<file path="src/rtl/fetch_pkg.sv">
// Shared widths, reset address and the {pc, insn} entry type for the fetch stage.
// Optional statistics counters are enabled by defining FETCH_STATS_EN.
package fetch_pkg;
    localparam int ADDR_W = 16;
    localparam int INSN_W = 16;
    localparam logic [ADDR_W-1:0] RESET_PC = 16'h0000;

    typedef struct packed {
        logic [ADDR_W-1:0] pc;
        logic [INSN_W-1:0] insn;
    } fetch_entry_t;
endpackage

</file>
<file path="src/rtl/fetch_if.sv">
// Fetch-to-decode valid/ready channel carrying {pc, insn}.
interface fetch_if;
    logic                        out_valid;
    logic                        out_ready;
    logic [fetch_pkg::ADDR_W-1:0] out_pc;
    logic [fetch_pkg::INSN_W-1:0] out_insn;

    modport master (output out_valid, output out_pc, output out_insn, input out_ready);
    modport slave  (input out_valid, input out_pc, input out_insn, output out_ready);
endinterface

</file>
<file path="src/rtl/fetch_skid_fifo.sv">
// Two-entry FIFO of fetch entries; flush has priority over push and pop.
module fetch_skid_fifo
    import fetch_pkg::*;
(
    input  logic         clock,
    input  logic         reset,
    input  logic         push,
    input  logic         pop,
    input  logic         flush,
    input  fetch_entry_t push_data,
    output fetch_entry_t head,
    output logic [1:0]   count
);
    fetch_entry_t mem [2];
    logic         wr_ptr;
    logic         rd_ptr;

    always_ff @(posedge clock or posedge reset) begin
        if (reset) begin
            mem[0] <= '0;
            mem[1] <= '0;
            wr_ptr <= 1'b0;
            rd_ptr <= 1'b0;
            count  <= 2'd0;
        end else if (flush) begin
            wr_ptr <= 1'b0;
            rd_ptr <= 1'b0;
            count  <= 2'd0;
        end else begin
            if (push) begin
                mem[wr_ptr] <= push_data;
                wr_ptr      <= ~wr_ptr;
            end
            if (pop) begin
                rd_ptr <= ~rd_ptr;
            end
            count <= count + {1'b0, push} - {1'b0, pop};
        end
    end

    assign head = mem[rd_ptr];

    // The issue throttle upstream guarantees a full FIFO is never pushed without a pop.
    a_no_overflow: assert property (@(posedge clock) disable iff (reset)
        !(push && !pop && !flush && count == 2'd2));
endmodule

</file>
<file path="src/rtl/fetch_stage.sv">
// Instruction fetch: owns the PC, drives the 1-cycle-latency imem read port, buffers words for decode.
// Define FETCH_STATS_EN to add the fetch_count / squash_count statistics ports.
module fetch_stage
    import fetch_pkg::*;
#(
    parameter logic [ADDR_W-1:0] RESET_PC = fetch_pkg::RESET_PC
) (
    input  logic              clock,
    input  logic              reset,
    output logic [ADDR_W-1:0] imem_rdaddress,
    input  logic [INSN_W-1:0] imem_q,
    input  logic              redirect_valid,
    input  logic [ADDR_W-1:0] redirect_pc,
    input  logic              halt,
    fetch_if.master           dec
`ifdef FETCH_STATS_EN
    ,
    output logic [31:0]       fetch_count,
    output logic [15:0]       squash_count
`endif
);
    logic [ADDR_W-1:0] fetch_pc;
    logic [ADDR_W-1:0] req_pc;
    logic              inflight;
    logic [1:0]        count;
    logic [2:0]        occupancy;
    logic              pop;
    logic              push;
    logic              issue_en;
    fetch_entry_t      head;
    fetch_entry_t      resp;

    assign dec.out_valid  = (count != 2'd0) && !redirect_valid;
    assign pop            = dec.out_valid && dec.out_ready;
    assign push           = inflight && !redirect_valid;
    // Words that will still be held after this edge if nothing new is issued.
    assign occupancy      = {1'b0, count} + {2'b00, inflight} - {2'b00, pop};
    assign issue_en       = !halt && (redirect_valid || occupancy < 3'd2);
    assign imem_rdaddress = redirect_valid ? redirect_pc : fetch_pc;
    assign resp           = '{pc: req_pc, insn: imem_q};
    assign dec.out_pc     = head.pc;
    assign dec.out_insn   = head.insn;

    always_ff @(posedge clock or posedge reset) begin
        if (reset) begin
            fetch_pc <= RESET_PC;
            req_pc   <= '0;
            inflight <= 1'b0;
        end else if (issue_en) begin
            req_pc   <= imem_rdaddress;
            inflight <= 1'b1;
            fetch_pc <= imem_rdaddress + ADDR_W'(1);
        end else begin
            inflight <= 1'b0;
            if (redirect_valid) begin
                fetch_pc <= redirect_pc;
            end
        end
    end

    fetch_skid_fifo u_fifo (
        .clock     (clock),
        .reset     (reset),
        .push      (push),
        .pop       (pop),
        .flush     (redirect_valid),
        .push_data (resp),
        .head      (head),
        .count     (count)
    );

`ifdef FETCH_STATS_EN
    function automatic logic [15:0] sat_add_squash(input logic [15:0] acc, input logic [2:0] inc);
        logic [16:0] sum;
        sum = {1'b0, acc} + 17'(inc);
        return sum[16] ? 16'hFFFF : sum[15:0];
    endfunction

    always_ff @(posedge clock or posedge reset) begin
        if (reset) begin
            fetch_count  <= 32'd0;
            squash_count <= 16'd0;
        end else begin
            fetch_count <= fetch_count + 32'(pop);
            if (redirect_valid) begin
                squash_count <= sat_add_squash(squash_count, {1'b0, count} + {2'b00, inflight});
            end
        end
    end
`endif
endmodule

</file>
<file path="src/flat_wrapper.sv">
// flat-port wrapper written by rule: the top's interface ports become plain ports
module fetch_stage_flat import fetch_pkg::*;
#(
    parameter logic [ADDR_W-1:0] RESET_PC = fetch_pkg::RESET_PC
)
  (clock, reset, imem_rdaddress, imem_q, redirect_valid, redirect_pc, halt, dec_out_valid, dec_out_pc, dec_out_insn, dec_out_ready);
  fetch_if dec_i ();
  input  logic clock;
  input  logic reset;
  output logic [ADDR_W-1:0] imem_rdaddress;
  input  logic [INSN_W-1:0] imem_q;
  input  logic redirect_valid;
  input  logic [ADDR_W-1:0] redirect_pc;
  input  logic halt;
  output wire logic [$bits(dec_i.out_valid)-1:0] dec_out_valid;
  output wire logic [$bits(dec_i.out_pc)-1:0] dec_out_pc;
  output wire logic [$bits(dec_i.out_insn)-1:0] dec_out_insn;
  input wire logic [$bits(dec_i.out_ready)-1:0] dec_out_ready;
  assign dec_out_valid = dec_i.out_valid;
  assign dec_out_pc = dec_i.out_pc;
  assign dec_out_insn = dec_i.out_insn;
  assign dec_i.out_ready = dec_out_ready;
  fetch_stage #(.RESET_PC(RESET_PC)) u_core (.clock(clock), .reset(reset), .imem_rdaddress(imem_rdaddress), .imem_q(imem_q), .redirect_valid(redirect_valid), .redirect_pc(redirect_pc), .halt(halt), .dec(dec_i));
endmodule
</file>
<file path="config.mk">
export PLATFORM = sky130hd
export DESIGN_NAME = fetch_stage_flat
export DESIGN_NICKNAME = d
export VERILOG_FILES = /design/src/rtl/fetch_pkg.sv /design/src/rtl/fetch_if.sv /design/src/rtl/fetch_skid_fifo.sv /design/src/rtl/fetch_stage.sv /design/src/flat_wrapper.sv
export SDC_FILE = /design/constraint.sdc
export NUM_CORES = 1
export LEC_CHECK = 0
export ABC_AREA = 1
export CORE_ASPECT_RATIO = 1.75
export CORE_MARGIN = 4
export CORE_UTILIZATION = 53
export DETAILED_ROUTE_END_ITERATION = 10
export PLACE_DENSITY = 0.8
export SYNTH_ARGS = -nofsm -noshare
export SYNTH_HDL_FRONTEND = slang
export SYNTH_SLANG_ARGS = --single-unit
</file>
<file path="constraint.sdc">
create_clock -name clock -period 3.4 [get_ports clock]
set_input_delay 0.51 -clock clock [delete_from_list [all_inputs] [get_ports clock]]
set_output_delay 0.51 -clock clock [all_outputs]
set_load 0.05 [all_outputs]
</file>
# Yosys cells after proc, flatten, opt, wreduce, memory -nomap -nowiden
# Index checks and enable logic that the tools add are counted.
# totals
reg_bits	101
wordCells	50
# classes
n_addsub	5
order_cmp	4
muxes	14
bitwise	5
reduce_logical	12
# op_table
op	n
32-bit 2-to-1 mux	4
64-bit bitwise mux	1
32-bit demux with 1-bit select	1
16-bit 2-to-1 mux	2
16-bit by 1-bit adder with 16-bit output, second input constant	1
2-bit nonzero test	3
1-bit logical AND	5
1-bit 2-to-1 mux	5
2-bit greater-or-equal comparator, second input constant	2
1-bit NOT with 2-bit output	2
2-bit by 1-bit adder with 3-bit output	1
3-bit by 2-bit < comparator with 1-bit output, second input constant	1
1-bit NOT	3
3-bit by 1-bit subtractor with 3-bit output	1
2-bit by 1-bit adder with 2-bit output	1
1-bit zero test	2
2-bit by 1-bit < comparator with 1-bit output, second input constant	1
2-bit 2-to-1 mux	1
2-bit AND reduction	1
2-bit by 1-bit subtractor with 2-bit output	1
1-bit logical OR	1

# Longest topological paths before layout
# Gate-level depths: netlist (run 1).
# depth
ltp_word	8
ltp_mapped	18

# Hierarchy
# From an unflattened synthesis (run 1), not the netlist that was laid out.
# unflattened
hier_cells	552
hier_area_um2	5039.8
# by_module_without_submodules
module	n_inst	cells_per_inst	area_per_inst_um2	seq_area_each_um2
fetch_skid_fifo	1	299	3060.4	1701.6
fetch_stage	1	253	1979.4	825.8

# Worst setup path after synthesis (run 1)
# OpenSTA, ideal clock, no wires.
# synth_path
path_kind	input to register
startpoint	input redirect_valid
endpoint	register u_core.fetch_pc[14]
arrival_ns	3.426
required_ns	3.279
setup_slack_ns	-0.147
path_stages	15
path_buffers	2
path_cell_list	buf_2 -> a21oi_1 -> nand2_1 -> inv_1 -> ha_1 -> or2_2 -> fa_1 -> nand3_1 -> nand2_1 -> nand2_1 -> buf_4 -> nor2_2 -> nand2_1 -> nand2_1 -> nand2_1
# synth_between
elab_chain_cells	8
# synth_rtl
item	line_no	source
start, declared	flat_wrapper.sv:12	input logic redirect_valid;
1-bit zero test	fetch_stage.sv:33	assign dec.out_valid = (count != 2'd0) && !redirect_valid;
1-bit logical AND	fetch_stage.sv:33	
named net dec_out_valid	flat_wrapper.sv:15	output wire logic [$bits(dec_i.out_valid)-1:0] dec_out_valid;
1-bit logical AND	fetch_stage.sv:34	assign pop = dec.out_valid && dec.out_ready;
3-bit by 1-bit subtractor with 3-bit output	fetch_stage.sv:37	assign occupancy = {1'b0, count} + {2'b00, inflight} - {2'b00, pop};
3-bit by 2-bit < comparator with 1-bit output	fetch_stage.sv:38	assign issue_en = !halt && (redirect_valid || occupancy < 3'd2);
1-bit logical OR	fetch_stage.sv:38	
1-bit logical AND	fetch_stage.sv:38	
16-bit 2-to-1 mux	fetch_stage.sv:49	end else if (issue_en) begin
end signal, assigned	fetch_stage.sv:52	fetch_pc <= imem_rdaddress + ADDR_W'(1);
end signal, assigned	fetch_stage.sv:56	fetch_pc <= redirect_pc;
end, declared	fetch_stage.sv:22	logic [ADDR_W-1:0] fetch_pc;
# The timed path passes the listed nets, and every way through them passes these cells.
# A chain may end at the register's enable or synchronous reset.

# Worst setup path in the final report (run 1)
# layout_path
startpoint	input redirect_valid
endpoint	register u_core.fetch_pc[2]
# layout_between
elab_chain_cells	8
# layout_rtl
item	line_no
1-bit zero test	fetch_stage.sv:33
1-bit logical AND	fetch_stage.sv:33
1-bit logical AND	fetch_stage.sv:34
3-bit by 1-bit subtractor with 3-bit output	fetch_stage.sv:37
3-bit by 2-bit < comparator with 1-bit output	fetch_stage.sv:38
1-bit logical OR	fetch_stage.sv:38
1-bit logical AND	fetch_stage.sv:38
16-bit 2-to-1 mux (*)	fetch_stage.sv:49
# Every way passes the cells marked *; elsewhere a longest branch is shown, timed or not.

==> key figures, run 1 <==
Layout
  – Nets: 667
  – Fin cells: 747
  – Number of fill cells in the layout: 654
  – Antenna diodes: 0
  – Fin area: 6196 um^2
  – Layout cell share with drive strength beyond 1: 0.1508
  – Most frequent cells in the layout: 171 x nand2_1, 101 x dfrtp_1, 73 x o21ai_0
  – P&R area growth vs syn: 30.04%
  – Finished Core Util: 0.7100
  – Commonest non-fill, non-tap cell in the layout: nand2_1

Timing
  – Rel. slew slack: 0.3060
  – Hold Violations, Final: 0
  – Final setup margin: 0.4556 ns
  – Final worst path period share: 0.8660
  – Clock skew: 0.01009 ns
  – Setup TNS: 0 ns
  – Slew Limit Fails: 0
  – Hold WS: 0.4793 ns
  – Achievable Freq: 0.3396 GHz
  – Worst-margin pin slew: 1.041 ns
  – Final setup viols: 0
  – Unrepaired setup endpoints after global routing: no
  – Tmin final: 2.944 ns

Placement
  – Hpwl dp: 7670 um
  – Placement Cell Area: 5869 um^2
  – GP Congestion: 0.9070
  – # port buffers: 85
  – Post-place setup slack: 0.1159 ns
  – Cells after DPL: 731

Worst setup path
  – Crit path depth: 13
  – FF-to-FF setup slack: 0.53 ns
  – Reg2reg end: u_core.fetch_pc[2]
  – Worst stage delay on the critical path: 0.49 ns
  – Crit path capture: u_core.fetch_pc[2]
  – Worst-path fanout max: 12
  – Cells along the critical path: clkdlybuf4s50_1, a21oi_2, nand2_1, inv_1, ha_1, or2_2, fa_1, nand3_1, nand2_1, nand2_1, inv_1, nand2_1, xor2_1
  – Crit path kind: input port to flop
  – WP data arrival: 3.17 ns
  – Launch point of the worst reg-to-reg path: u_core.u_fifo.count[1]
  – Delay-heaviest family, CP: buffers and inverters
  – Crit path launch: redirect_valid
  – CP required: 3.63 ns
  – Number of buffers and inverters on the critical path: 3
  – Most used cell, CP: nand2_1
  – Reg2Reg Depth: 13
  – Crit. End Element: flop
  – CP Launch Type: input port
  – Slowest stage cell, crit path: fa_1

Global routing
  – Vias in the first global route: 3781
  – First-pass GRT wire length: 17590 um
  – Overflow after GRT: 0
  – Global Route Usage Sum: 0.2106
  – Initial antenna violation count: 0
  – Pin count of the biggest net entering global routing: 66

Detailed routing
  – Post-route DRC: 0
  – Post-route ant nets: 0
  – Final WL: 10560 um
  – 1st-iter DRT viols: 236
  – Met3 WL: 375 um
  – Routed via count: 3777
  – Met2 wire length: 5713 um
  – WL per Instance: 14.14 um
  – DR top layer: met4
  – M1 WL: 4180 um
  – Via-to-Cell Ratio: 5.056
  – First-pass DRT Iterations: 4

Die
  – # IOs: 86
  – Die area: 10630 um^2
  – Die height: 133.4 um
  – Starting density of the core: 0.5459
  – Die X: 79.67 um
  – # rows: 45
  – Core Region: 8727 um^2

Logic synthesis
  – #FFs+latches synth: 101
  – Synth Area per Inst: 8.726 um^2
  – Synth top area share: 0.5305
  – Synth Warn #: 0
  – Post-synth cell types: 24
  – Syn Std Cell Area: 4765 um^2
  – Synthesized instance count: 546
  – Cell accounting for the most synthesized area: dfrtp_1
  – Sequential share of the synthesized area: 0.5305
  – Synth Net Count: 588
  – Synth top area cells: dfrtp_1 53%, nand2_1 13%, o21ai_0 7.7%

Flow run
  – Max cap viols: 0

CTS
  – CTS sink cnt: 101
  – H-tree levels: 3
  – # hold bufs at CTS: 0
  – Clock slew at reported path FFs: 0.07 ns
  – TritonCTS clock tree: yes
  – Inserted Clock Buffers: 9
  – PostCTS Resize Cnt: 0
  – Clk buf depth: 2
  – Worst-skew pair later-pin latency: 0.34 ns
  – Root buffer cell: clkbuf_16
  – Post CTS Setup Buffer Count: 0

Power and ir drop
  – Lkg Pwr: 3.004 nW
  – Switch Pwr: 2.339 mW
  – Logic gate share of total power: 0.463
  – P per Cell Area: 920.2 nW/um^2
  – Sequential Power Share: 0.343
  – VDD IR max: 394.6 uV
  – Int Power: 3.363 mW
  – Sw Ratio: 0.4102
  – Final Power: 5.702 mW
  – Clock power frac: 0.194

Min path
  – Hold crit path type: flop to flop

Run status
  – Status: finished, final reports clean
[power by group through the flow]
| stage | combinational (mW) | sequential, mW | clock (mW) |
|---|---|---|---|
| finish | 2.64 | 1.96 | 1.11 |
| global route | 2.84 | 2.02 | 1.18 |
| CTS | 2.67 | 1.96 | 1.12 |
| detailed placement | 2.66 | 1.97 | 0 |
| global placement | 2.60 | 1.94 | 0 |
| floorplan | 1.89 | 1.88 | 0 |
[worst min path at each step]
stage                                startpoint                    end  slack [ns]  depth (start not counted)
after CTS                 u_core.u_fifo.mem[20]  u_core.u_fifo.mem[20]        0.48                          2
after floorplan            u_core.u_fifo.mem[0]   u_core.u_fifo.mem[0]        0.45                          2
after global placement    u_core.u_fifo.mem[31]  u_core.u_fifo.mem[31]        0.46                          2
after detailed placement  u_core.u_fifo.mem[20]  u_core.u_fifo.mem[20]        0.47                          2
after global routing      u_core.u_fifo.mem[20]  u_core.u_fifo.mem[20]        0.49                          2
final                     u_core.u_fifo.mem[20]  u_core.u_fifo.mem[20]        0.48                          2
[registers in the layout, indices dropped and copies added (netlist names)]
name and cells:
u_core.u_fifo.mem 64, u_core.fetch_pc 16, u_core.req_pc 16, u_core.u_fifo.count 2
u_core.inflight 1, u_core.u_fifo.rd_ptr 1, u_core.u_fifo.wr_ptr 1
[Yosys cell counts (all sizes together)]
| cell type | n |
|---|---|
| a21oi | 1 |
| buf | 18 |
| clkbuf | 8 |
| dfrtp | 101 |
| fa | 1 |
| ha | 4 |
| inv | 67 |
| mux2 | 32 |
| nand2 | 179 |
| nand3 | 16 |
| nand4 | 2 |
| nor2 | 20 |
| o21ai | 86 |
| or2 | 3 |
| xnor2 | 1 |
| xor2 | 7 |
[tightest hold or removal path: stages, from the launching register on]
cell and delay [ns]:
dfrtp_1 0.34, nand2_1 0.05, o21ai_0 0.06
[area by class of cell]
class                           instances  area, um^2  area share
Sequential cell                       101        2527      0.4079
Multi-Input combinational cell        352        1866      0.3011
Clock buffer                           12       256.5     0.04140
Tap cell                              117       146.4     0.02363
Clock inverter                          4       70.07     0.01131
Timing Repair Buffer                   94        1076      0.1737
Inverter                               67       254.0     0.04099
[layer usage]
layer	vias up	GRT usage
met4	0	0.09369
li1	1877	-
met5	-	0
met2	91	0.3693
met1	1790	0.2490
met3	19	0.03315
[kinds of logic after synthesis]
family,synth area share
AND/OR/NAND/NOR,0.1933
multiplexers,0.07563
flip-flops,0.5305
AO/OA/AOI/OAI,0.09138
buffers and inverters,0.07983
adder cells (fa/ha/maj),0.01471
XOR/XNOR,0.01471
No activity file was read; power rests on OpenSTA's default activity.
==> run 2, diff against run 1 <==
ABC_CLOCK_PERIOD_IN_PS = 3400   (was default)
SETUP_SLACK_MARGIN = 0.02   (was default)
SLEW_MARGIN = 25   (was default)
==> run 2 against run 1 <==
  * Sequential cell count did not move
  * Count of clock-buffer cells in the layout is the same
  * Critical endpoint unchanged
  * Largest cell class unchanged
  * First-iteration DRC count did not move
==> key figures, run 2 (synthesis results as in run 1) <==
Timing
  – Rel. slew slack: 0.5308
  – Hold Violations, Final: 0
  – Setup TNS: 0 ns
  – Clock skew: 0.01066 ns
  – Final worst path period share: 0.8663
  – Final setup viols: 0
  – Unrepaired setup endpoints after global routing: no
  – Worst-margin pin slew: 0.7038 ns
  – Slew Limit Fails: 0
  – Tmin final: 2.945 ns
  – Achievable Freq: 0.3395 GHz
  – Hold WS: 0.4793 ns

Layout
  – Max FFs per register: 64
  – Nets: 667
  – Commonest non-fill, non-tap cell in the layout: nand2_1
  – P&R area growth vs syn: 30.09%
  – Largest regs: u_core.u_fifo.mem: 64 flops, u_core.fetch_pc: 16 flops, u_core.req_pc: 16 flops
  – Most frequent cells in the layout: 171 x nand2_1, 101 x dfrtp_1, 73 x o21ai_0
  – Fin cells: 747
  – Layout cell share with drive strength beyond 1: 0.1508
  – Number of fill cells in the layout: 653
  – Antenna diodes: 0
  – Biggest register: u_core.u_fifo.mem

CTS
  – # hold bufs at CTS: 0
  – Clk buf depth: 2
  – Root buffer cell: clkbuf_16
  – H-tree levels: 3
  – TritonCTS clock tree: yes
  – Post CTS Setup Buffer Count: 0
  – CTS sink cnt: 101
  – Clock slew at reported path FFs: 0.07 ns
  – PostCTS Resize Cnt: 0
  – Inserted Clock Buffers: 9
  – Worst-skew pair later-pin latency: 0.34 ns

Worst setup path
  – CP required: 3.63 ns
  – Reg2Reg Depth: 13
  – Worst-path fanout max: 12
  – Crit path launch: redirect_valid
  – Crit path kind: input port to flop
  – WP data arrival: 3.17 ns
  – FF-to-FF setup slack: 0.53 ns
  – CP Launch Type: input port
  – Launch point of the worst reg-to-reg path: u_core.u_fifo.count[1]
  – Crit. End Element: flop
  – Reg2reg end: u_core.fetch_pc[2]

Die
  – Die X: 79.67 um
  – Die height: 133.4 um
  – # IOs: 86
  – # rows: 45
  – Core Region: 8727 um^2
  – Starting density of the core: 0.5459
  – Die area: 10630 um^2

Detailed routing
  – Post-route DRC: 0
  – WL per Instance: 14.17 um
  – 1st-iter DRT viols: 236
  – Via-to-Cell Ratio: 5.067
  – Final WL: 10580 um
  – Routed via count: 3785
  – Post-route ant nets: 0
  – M1 WL: 4180 um
  – Met3 WL: 414 um
  – First-pass DRT Iterations: 4
  – Met2 wire length: 5720 um
  – DR top layer: met4

Global routing
  – First-pass GRT wire length: 17590 um
  – Pin count of the biggest net entering global routing: 66
  – Vias in the first global route: 3781
  – Global Route Usage Sum: 0.2106
  – Initial antenna violation count: 0
  – Overflow after GRT: 0

Flow run
  – Max cap viols: 0

Power and ir drop
  – P per Cell Area: 919.9 nW/um^2
  – VDD IR max: 394.7 uV
  – Lkg Pwr: 3.006 nW

Min path
  – Hold Path Cell Cnt: 2
  – Hold endpoint: u_core.u_fifo.mem[20]
  – Hold_sp: u_core.u_fifo.mem[20]
  – Hold crit path type: flop to flop

Placement
  – Cells after DPL: 731
  – Hpwl dp: 7670 um
  – GP Congestion: 0.9070
  – # port buffers: 85

Run status
  – Status: finished, final reports clean
## run 2: critical path: stages
cell and delay, ns:
clkdlybuf4s50_1 0.45, a21oi_2 0.16, nand2_1 0.11, inv_1 0.10
ha_1 0.22, or2_2 0.30, fa_1 0.49, nand3_1 0.09
nand2_1 0.09, nand2_1 0.11, inv_1 0.28, nand2_1 0.12
xor2_1 0.16
## run 2: cell type report
cell class | count | area, um^2 | area share
clock buffers | 12 | 256.5 | 0.04138
inverters | 67 | 254.0 | 0.04098
well taps | 117 | 146.4 | 0.02362
clock inverters | 4 | 70.07 | 0.01130
repair buffers | 94 | 1076 | 0.1736
multi-input cells | 352 | 1868 | 0.3014
flip-flops and latches | 101 | 2527 | 0.4078
## run 2: power breakdown
group	total, mW	internal (mW)	switching, mW
Combinational	2.64	0.988	1.65
Clock	1.10	0.683	0.422
Sequential	1.96	1.69	0.265
## run 2: routing by layer
metal  global-route usage  vias to the layer above
li1                     -                     1877
met1               0.2490                     1791
met2               0.3693                      100
met3              0.03315                       17
met4              0.09369                        0
met5                    0                        -
## run 2: worst max-delay path by stage
stage,end,cells past startpoint
floorplan,u_core.fetch_pc[14],15
global placement,u_core.fetch_pc[14],15
detailed placement,u_core.fetch_pc[14],15
CTS,u_core.fetch_pc[14],15
global route,u_core.fetch_pc[13],18
finish,u_core.fetch_pc[2],13
## run 2: per-stage QoR
stage / power, mW / setup WS (ns) / area [um^2] / util
finish: 5.702 / 0.4545 / 6198 / 0.7103
global route: 6.034 / 0.2823 / 6198 / 0.7103
CTS: 5.748 / 0.4609 / 6196 / 0.7100
detailed placement: 4.634 / 0.1159 / 5869 / 0.6725
global placement: 4.538 / 0.2261 / 5869 / 0.6725
floorplan: 3.769 / 0.2176 / 4768 / -
